`src/rtl/ams_pwm_dac.sv`:
```
// PWM DAC stage: 8-bit base duty plus a 16-period dither mask.
// The dither adds about 4 bits of effective resolution after RC filtering.
module ams_pwm_dac #(
  parameter int FULL = 156
) (
  input  logic        clk_i,
  input  logic        rstn_i,
  input  logic [23:0] cfg_i,
  output logic        pwm_o,
  output logic        frame_o
);

  localparam logic [7:0] LAST = 8'(FULL - 1);

  logic [7:0]  cnt;
  logic [3:0]  prd;
  logic [7:0]  base_r;
  logic [15:0] mask_r;
  logic [8:0]  duty_r;
  logic        wrap;
  logic        fr_end;

  assign wrap   = (cnt == LAST);
  assign fr_end = wrap && (prd == 4'hf);

  always_ff @(posedge clk_i or negedge rstn_i) begin
    if (!rstn_i) begin
      cnt     <= LAST;
      prd     <= 4'hf;
      base_r  <= '0;
      mask_r  <= '0;
      duty_r  <= '0;
      pwm_o   <= 1'b0;
      frame_o <= 1'b0;
    end else begin
      // 9-bit compare: duty of FULL or more holds the output high all period
      pwm_o   <= ({1'b0, cnt} < duty_r);
      frame_o <= fr_end;
      if (wrap) begin
        cnt <= '0;
        prd <= prd + 4'd1;
        if (fr_end) begin
          base_r <= cfg_i[23:16];
          mask_r <= cfg_i[15:0];
          duty_r <= {1'b0, cfg_i[23:16]} + {8'd0, cfg_i[0]};
        end else begin
          // bit 1 of the unshifted mask is the dither bit of the next period
          mask_r <= mask_r >> 1;
          duty_r <= {1'b0, base_r} + {8'd0, mask_r[1]};
        end
      end else begin
        cnt <= cnt + 8'd1;
      end
    end
  end

endmodule

```
`config.mk`:
```
export PLATFORM = sky130hd
export DESIGN_NAME = ams_pwm_dac
export DESIGN_NICKNAME = d
export VERILOG_FILES = /design/src/rtl/ams_pwm_dac.sv
export SDC_FILE = /design/constraint.sdc
export NUM_CORES = 1
export LEC_CHECK = 0
export CAP_MARGIN = 10
export CORE_AREA = 2 2 84 86
export CTS_CLUSTER_SIZE = 12
export DETAILED_ROUTE_END_ITERATION = 10
export DIE_AREA = 0 0 86 88
export PLACE_DENSITY_LB_ADDON = 0.1
export SKIP_LAST_GASP = 1
export SYNTH_ARGS = -nofsm -noshare
export SYNTH_HDL_FRONTEND = slang
export SYNTH_SLANG_ARGS = --single-unit
```
`constraint.sdc`:
```
create_clock -name clk_i -period 4.18 [get_ports clk_i]
set_input_delay 1.045 -clock clk_i [delete_from_list [all_inputs] [get_ports clk_i]]
set_output_delay 1.045 -clock clk_i [all_outputs]
set_load 0.05 [all_outputs]
```
==> results of run 1 <==
==> state kept, by name, summed over array words and instances, names as in the netlist <==
name,cells
mask_r,15
frame_o,1
pwm_o,1
base_r,8
duty_r,9
cnt,8
prd,4
==> layer usage <==
layer / vias up / global-route usage (%) / part of all wire (%)
met5: - / 0 / 0
met4: 0 / 4.762 / 1.5
met3: 6 / 2.922 / 3.1
met2: 23 / 21.99 / 46
met1: 804 / 18.97 / 50
li1: 903 / - / -
==> cell usage after synthesis, types with 5 or more instances <==
library cell and n:
o21ai_1 17, dfstp_2 9, o21ai_2 5, mux2i_1 19
nand3_1 11, buf_6 6, xnor2_1 9, nor2_1 8
xor2_1 8, dfrtp_1 37, nand2_1 61, ha_1 13
a21oi_1 6, inv_1 7
==> worst min-delay path, delay by kind of cell (launching register included) <==
kind / cells / cell delay [ns]
simple gates: 2 / 0.09
flops: 1 / 0.38
==> worst paths after layout <==
check                           slack (ns)     from    endpoint
worst min-delay path                  0.47   prd[1]      prd[1]
max in group asynchronous             2.59   rstn_i   mask_r[8]
worst max register to register        1.90   cnt[0]  mask_r[13]
min in group asynchronous             0.92   rstn_i      cnt[2]
worst max-delay path                  1.73  frame_o     frame_o
worst min register to register        0.47   prd[1]      prd[1]
==> power by group through the flow <==
stage | Clock [mW] | Combinational [mW] | Sequential (mW)
6_report | 0.327 | 0.0429 | 0.445
3_5_place_dp | 0 | 0.0439 | 0.454
5_1_grt | 0.358 | 0.0478 | 0.445
2_1_floorplan | 0 | 0.00633 | 0.454
3_3_place_gp | 0 | 0.0442 | 0.454
4_1_cts | 0.343 | 0.0438 | 0.445
==> cells by family after synthesis <==
group	synth area share, %
compound gates	8.611
xor+xnor	7.218
fa+ha+maj	6.471
buf+inv	4.778
flops	46.24
mux	7.566
simple gates	19.11
==> cell usage in the layout (no fill, tap or decap), types with 8 or more instances in the layout <==
cell type	instances
nand2_1	61
dfrtp_1	37
clkdlybuf4s50_1	26
mux2i_1	19
o21ai_1	17
ha_1	13
nand3_1	11
xnor2_1	9
dfstp_2	9
xor2_1	8
nor2_1	8
==> cell type report <==
type / count / area (sq um) / area share, %
well taps: 80 / 100.1 / 3.453
repair buffers: 28 / 272.8 / 9.409
clock buffers: 7 / 76.32 / 2.633
inverters: 7 / 26.28 / 0.9063
flip-flops and latches: 46 / 1162 / 40.09
clock inverters: 1 / 30.03 / 1.036
multi-input cells: 190 / 1231 / 42.47
==> metrics.cfg, run 1 <==
[status]
outcome=complete, no violations

[sta]
hold_viol=0
worst_hold_slack_ns=0.4706
timing.final.crit_share_pct=58.73
timing.max_slew.rel_slack_pct=29.37
postLayoutSetupSlackWorst_ns=1.725
drv_slew=0
layout_min_cycle_time_ns=2.455
worst_pin_slew_ns=1.059
timing.clock.skew_ns=0.009464
fmax_ghz=0.4073
rsz0062_at_grt=no
report.final.setup_viol=0
fin_setup_tns_ns=0

[floorplanning]
die_y_um=88
start_util_pct=37.83
ios=28
fp.dieArea_sq_um=7568
die_width_um=86
core_area_sq_um=6644
placementRows=30

[pwr]
pwr-share-clk_pct=40.1
p_seq_share_pct=54.6
power.switching_mw=0.1671
power_mw=0.8152
areal_power_density_over_the_cells_nw_per_um2=281.2
share_comb_of_total_power_pct=5.3
power.leakage_nw=1.306
switching_share_pct=20.50
peakVddDrop_mv=0.1516
internal_power_consumption_mw=0.6480

[detailed_routing]
wl_per_cell_um=12.92
firstDrtPassIters=4
drc=0
viasPerCell=4.836
postRouteWirelength_mm=4.640
detailedRoute.firstIterationViolations=55
via_count=1736
antenna_left=0

[setup_path]
critical_path_arrival_ns=1.41
worstPathMaxFanout=1
timing.critical_path.buf_inv=1
timing.setup.critical_path_class=reg -> out
delay_heaviest_family_cp=buffers and inverters
worst_r2r_path_depth=5
critical_path_cell_count=1
cp-start-kind=register
cp_data_required_time_ns=3.13
timing.critical_path.cells=clkdlybuf4s50_1
cp_slowest_stage_delay_ns=0.79
cp_slowest_cell=clkdlybuf4s50_1
timing.critical_path.to_type=primary output

[placed_design]
placement.setup.worst_slack_ns=1.429
buffer_ports.inserted=27
place_congestion=0.7632
post_dp_cell_area_sq_um=2793
numPlacedInstances=351
detailed_placement_wirelength_estimate_mm=3.284

[logic_synthesis]
netlist_area_sq_um=2514
synthFlopType=dfrtp_1
number_of_distinct_library_cells_after_synthesis=37
syn_area_per_cell_sq_um=9.935
postSynthNetCount=292
mapped_cells=253
register_area_share_after_synthesis_pct=46.24
post-synth-top-area-cell=dfrtp_1
synth-edff-count=0
netlist.area_leader.share_pct=36.83
ys_top_cells_by_area=dfrtp_1 (37%), dfstp_2 (9.4%), nand2_1 (9.1%)
synthArstFlopShare_pct=100.0
synth_seq_cells=46
ys_warn_count=0

[clock_tree]
cts_made_buffers=5
clock_sinks=46
postCtsResizedCells=0
tritoncts=done
cts_root_buf=clkbuf_8
holdBufCountCts=0
post-cts-setup-buffers=0
clk_transition_reported_paths_ns=0.08
clk-insertion-delay-late_ns=0.30
max-clock-path-buffers=2
htree_num_levels=2

[min_path]
whs_path_depth=2
min_path_type=reg -> reg

[global_route]
track_usage_pct=13.88
grt_max_degree=48
grt_pass1_wl_mm=8.211
first_global_vias=1756
initial_antenna_violation_count=0
grt-ovfl-total=0

[flow_run]
max_cap_viol_count=0

[final_layout]
drive_gt1_share_pct=10.39
layout-area-overhead-vs-synth_pct=15.33
num-nets-final=317
n_fill_cell=661
final_core_utilization_pct=43.63
diodes=0
postLayoutCellArea_sq_um=2899
stdcell_count=359

(Power assumes the default switching activity.)
==> run 2, diff against run 1 <==
==> constraint.sdc (replaced) <==
create_clock -name clk_i -period 2.48 [get_ports clk_i]
set_input_delay 0.62 -clock clk_i [delete_from_list [all_inputs] [get_ports clk_i]]
set_output_delay 0.62 -clock clk_i [all_outputs]
set_load 0.05 [all_outputs]
==> metrics.cfg, run 2 (same netlist as run 1, synthesis figures left out) <==
[detailed_routing]
drc=0
wl_per_cell_um=12.94
postRouteWirelength_mm=4.696
firstDrtPassIters=4
via_count=1782
viasPerCell=4.909
detailedRoute.firstIterationViolations=30
antenna_left=0

[placed_design]
detailed_placement_wirelength_estimate_mm=3.424
buffer_ports.inserted=27
placement.setup.worst_slack_ns=0.1673
numPlacedInstances=355
post_dp_cell_area_sq_um=2835
place_congestion=0.7453

[sta]
drv_slew=0
fmax_ghz=0.4905
worst_pin_slew_ns=0.4978
timing.max_slew.rel_slack_pct=66.81
timing.final.crit_share_pct=82.21
rsz0062_at_grt=no
worst_hold_slack_ns=0.2024
hold_viol=0
report.final.setup_viol=0
timing.clock.skew_ns=0.009156
layout_min_cycle_time_ns=2.039
postLayoutSetupSlackWorst_ns=0.4412
fin_setup_tns_ns=0

[final_layout]
diodes=0
num-nets-final=321
final_core_utilization_pct=44.43
flip_flop_count_of_the_largest_register_all_copies_and_words_added=15
layout-area-overhead-vs-synth_pct=17.42
drive_gt1_share_pct=12.01
most_frequent_cells_in_the_layout=nand2_1 (61), dfrtp_1 (37), clkdlybuf4s50_1 (26)
postLayoutCellArea_sq_um=2952
largestRegisters=mask_r: 15 flops, duty_r: 9 flops
max_flop_register=mask_r
layout_commonest_cell=nand2_1
stdcell_count=363
n_fill_cell=654

[clock_tree]
tritoncts=done
clk_transition_reported_paths_ns=0.09
clock_sinks=46
holdBufCountCts=0
cts_root_buf=clkbuf_8
clk-insertion-delay-late_ns=0.30
max-clock-path-buffers=2
postCtsResizedCells=0
cts_made_buffers=5
post-cts-setup-buffers=0
htree_num_levels=2

[setup_path]
worstPathMaxFanout=1
critical_path_arrival_ns=1.42
timing.critical_path.to_type=primary output
cp-start-kind=register
cp_data_required_time_ns=1.86
timing.setup.critical_path_class=reg -> out
timing.critical_path.buf_inv=1
timing.critical_path.cells=clkdlybuf4s50_1
cp_slowest_stage_delay_ns=0.79
delay_heaviest_family_cp=buffers and inverters
cp_slowest_cell=clkdlybuf4s50_1

[floorplanning]
start_util_pct=37.83
core_area_sq_um=6644
die_width_um=86
fp.dieArea_sq_um=7568
die_y_um=88
placementRows=30
ios=28

[global_route]
grt_pass1_wl_mm=8.376
initial_antenna_violation_count=0
grt_max_degree=48
first_global_vias=1706
track_usage_pct=14.28
grt-ovfl-total=0

[pwr]
power_mw=1.411
peakVddDrop_mv=0.1722
areal_power_density_over_the_cells_nw_per_um2=477.9
power.leakage_nw=1.336

[min_path]
min_path_type=in -> async

[status]
outcome=complete, no violations

[flow_run]
max_cap_viol_count=0

## run 2: cell types whose count changed in the layout (fill, tap and decap cells not counted), sizes merged
cell,before,now
buf,2,6
## run 2: worst paths after layout
path / start / end / slack, ns / cells past startpoint
worst max-delay path: frame_o / frame_o / 0.44 / 1
worst min-delay path: rstn_i / pwm_o / 0.20 / 1
worst max register to register: cnt[0] / base_r[0] / 0.66 / 6
worst min register to register: prd[1] / prd[1] / 0.47 / 2
max in group asynchronous: rstn_i / prd[2] / 1.73 / 2
min in group clk_i: prd[1] / prd[1] / 0.47 / 2
## run 2: final cells by class
| type | instances | area, sq um | area share [%] |
|---|---|---|---|
| multi-input combinational | 190 | 1231 | 41.71 |
| inverter | 7 | 26.28 | 0.8902 |
| clock inverter | 1 | 30.03 | 1.017 |
| sequential | 46 | 1162 | 39.38 |
| tap | 80 | 100.1 | 3.391 |
| clock buffer | 7 | 86.33 | 2.925 |
| timing repair buffer | 32 | 315.3 | 10.68 |
## run 2: where the power goes
part           switching, mW  leakage, nW  total (mW)  internal, mW
registers                  0        0.433       0.750         0.750
logic                 0.0334        0.845      0.0778        0.0444
clock network          0.254       0.0585       0.583         0.329
total                  0.287         1.34        1.41          1.12
## run 2: per-layer routing
| layer | global-route usage (%) | share of wire (%) |
|---|---|---|
| met1 | 20.04 | 51 |
| met2 | 21.42 | 44 |
| met3 | 3.110 | 3.0 |
| met4 | 5.916 | 2.0 |
| met5 | 0 | 0 |
==> run 3, diff against run 2 <==
==> constraint.sdc (replaced) <==
create_clock -name clk_i -period 1.94 [get_ports clk_i]
set_input_delay 0.485 -clock clk_i [delete_from_list [all_inputs] [get_ports clk_i]]
set_output_delay 0.485 -clock clk_i [all_outputs]
set_load 0.05 [all_outputs]
==> metrics.cfg, run 3 (same netlist as run 1, synthesis figures left out) <==
[placed_design]
numPlacedInstances=361
place_congestion=0.7803
buffer_ports.inserted=27
post_dp_cell_area_sq_um=2900
detailed_placement_wirelength_estimate_mm=3.376

[clock_tree]
cts_made_buffers=5
clock_sinks=46
clk_transition_reported_paths_ns=0.09
tritoncts=done
htree_num_levels=2
clk-insertion-delay-late_ns=0.30
cts_root_buf=clkbuf_8
holdBufCountCts=0
max-clock-path-buffers=2

[global_route]
first_global_vias=1727
initial_antenna_violation_count=0
track_usage_pct=13.78
grt-ovfl-total=0
grt_max_degree=48
grt_pass1_wl_mm=8.231

[pwr]
power_mw=1.789
share_comb_of_total_power_pct=5.9
peakVddDrop_mv=0.2441
power.switching_mw=0.3817
internal_power_consumption_mw=1.407
switching_share_pct=21.34
p_seq_share_pct=53.6
areal_power_density_over_the_cells_nw_per_um2=593.7
power.leakage_nw=1.371
pwr-share-clk_pct=40.5

[detailed_routing]
firstDrtPassIters=4
detailedRoute.firstIterationViolations=57
postRouteWirelength_mm=4.720
wl_per_cell_um=12.79
antenna_left=0
via_count=1774
drc=0
viasPerCell=4.808

[sta]
timing.max_slew.rel_slack_pct=77.74
timing.clock.skew_ns=0.006172
hold_viol=0
fin_setup_tns_ns=0
worst_hold_slack_ns=0.1548
drv_slew=0
rsz0062_at_grt=no
worst_pin_slew_ns=0.3339
report.final.setup_viol=0
timing.final.crit_share_pct=91.33
layout_min_cycle_time_ns=1.772
fmax_ghz=0.5644

[floorplanning]
core_area_sq_um=6644
placementRows=30
start_util_pct=37.83
ios=28
die_y_um=88
die_width_um=86
fp.dieArea_sq_um=7568

[setup_path]
timing.critical_path.to_type=register
worstPathMaxFanout=3
timing.setup.critical_path_class=in -> reg
critical_path_arrival_ns=1.96
cp_data_required_time_ns=2.13
cp-start-kind=input port

[final_layout]
layout_commonest_cell=nand2_1
num-nets-final=327
drive_gt1_share_pct=14.88
stdcell_count=369
flip_flop_count_of_the_largest_register_all_copies_and_words_added=15
diodes=0
layout-area-overhead-vs-synth_pct=19.86
n_fill_cell=654
postLayoutCellArea_sq_um=3013
largestRegisters=mask_r: 15 flops, duty_r: 9 flops
max_flop_register=mask_r
most_frequent_cells_in_the_layout=nand2_1 (60), dfrtp_1 (37), clkdlybuf4s50_1 (24)

[flow_run]
max_cap_viol_count=0

[status]
outcome=complete, no violations

[min_path]
min_path_type=in -> async

-- run 3: cell types whose count changed in the layout (fill, tap and decap cells not counted) --
cell             previous run  this run
buf_12                      1         3
buf_4                       4        10
clkbuf_8                    6         5
clkdlybuf4s50_1            26        24
clkinvlp_4                  0         1
nand2_1                    61        60
nand2_2                     1         2
-- run 3: worst paths after layout --
kind                                start   endpoint  slack (ns)  cells past startpoint
min in group clk_i                 prd[1]     prd[1]        0.47                      2
worst min-delay path               rstn_i  duty_r[5]        0.15                      2
worst max register to register     cnt[0]  base_r[5]        0.20                      6
max in group asynchronous          rstn_i     prd[3]        1.51                      2
worst max-delay path            cfg_i[16]  duty_r[6]        0.17                      8
worst min register to register     prd[1]     prd[1]        0.47                      2
-- run 3: metal layers --
metal / GRT usage (%) / share of wire [%] / wire length [um]
met4: 4.762 / 1.4 / 66
met1: 18.36 / 51 / 2409
met5: 0 / 0 / 0
met2: 22.41 / 45 / 2119
met3: 2.828 / 2.6 / 124
-- run 3: final cells by class --
| cell class | instances | area [sq um] | area share (%) |
|---|---|---|---|
| Clock inverter | 2 | 37.54 | 1.246 |
| Sequential cell | 46 | 1162 | 38.58 |
| Tap cell | 80 | 100.1 | 3.322 |
| Multi-Input combinational cell | 190 | 1234 | 40.95 |
| Inverter | 7 | 26.28 | 0.8721 |
| Timing Repair Buffer | 38 | 380.4 | 12.62 |
| Clock buffer | 6 | 72.57 | 2.409 |
-- run 3: repair_timing --
| action | CTS | global route |
|---|---|---|
| buffers inserted | 0 | 0 |
| resized for setup | 0 | 1 |
| endpoints found under the setup margin | 0 | 5 |
-- run 3: per-stage QoR --
| step | setup slack (ns) | utilization [%] |
|---|---|---|
| floorplan | 0.3556 | - |
| global placement | -0.1285 | 43.65 |
| detailed placement | -0.1635 | 43.65 |
| CTS | 0.07646 | 45.31 |
| global route | 0.04501 | 45.35 |
| finish | 0.1682 | 45.35 |
-- run 3: power groups by stage --
stage	clock network, mW	logic (mW)	registers [mW]
floorplan	0	0.0136	0.977
global placement	0	0.109	0.977
detailed placement	0	0.109	0.977
CTS	0.756	0.109	0.959
global route	0.783	0.117	0.959
finish	0.724	0.106	0.959
-- run 3: critical path, stage by stage --
cell and delay [ns]:
clkdlybuf4s50_1 0.47, ha_1 0.18, ha_1 0.20, and4_1 0.23, nand2_1 0.08, xnor2_1 0.12, mux2i_1 0.13, o21ai_1 0.07
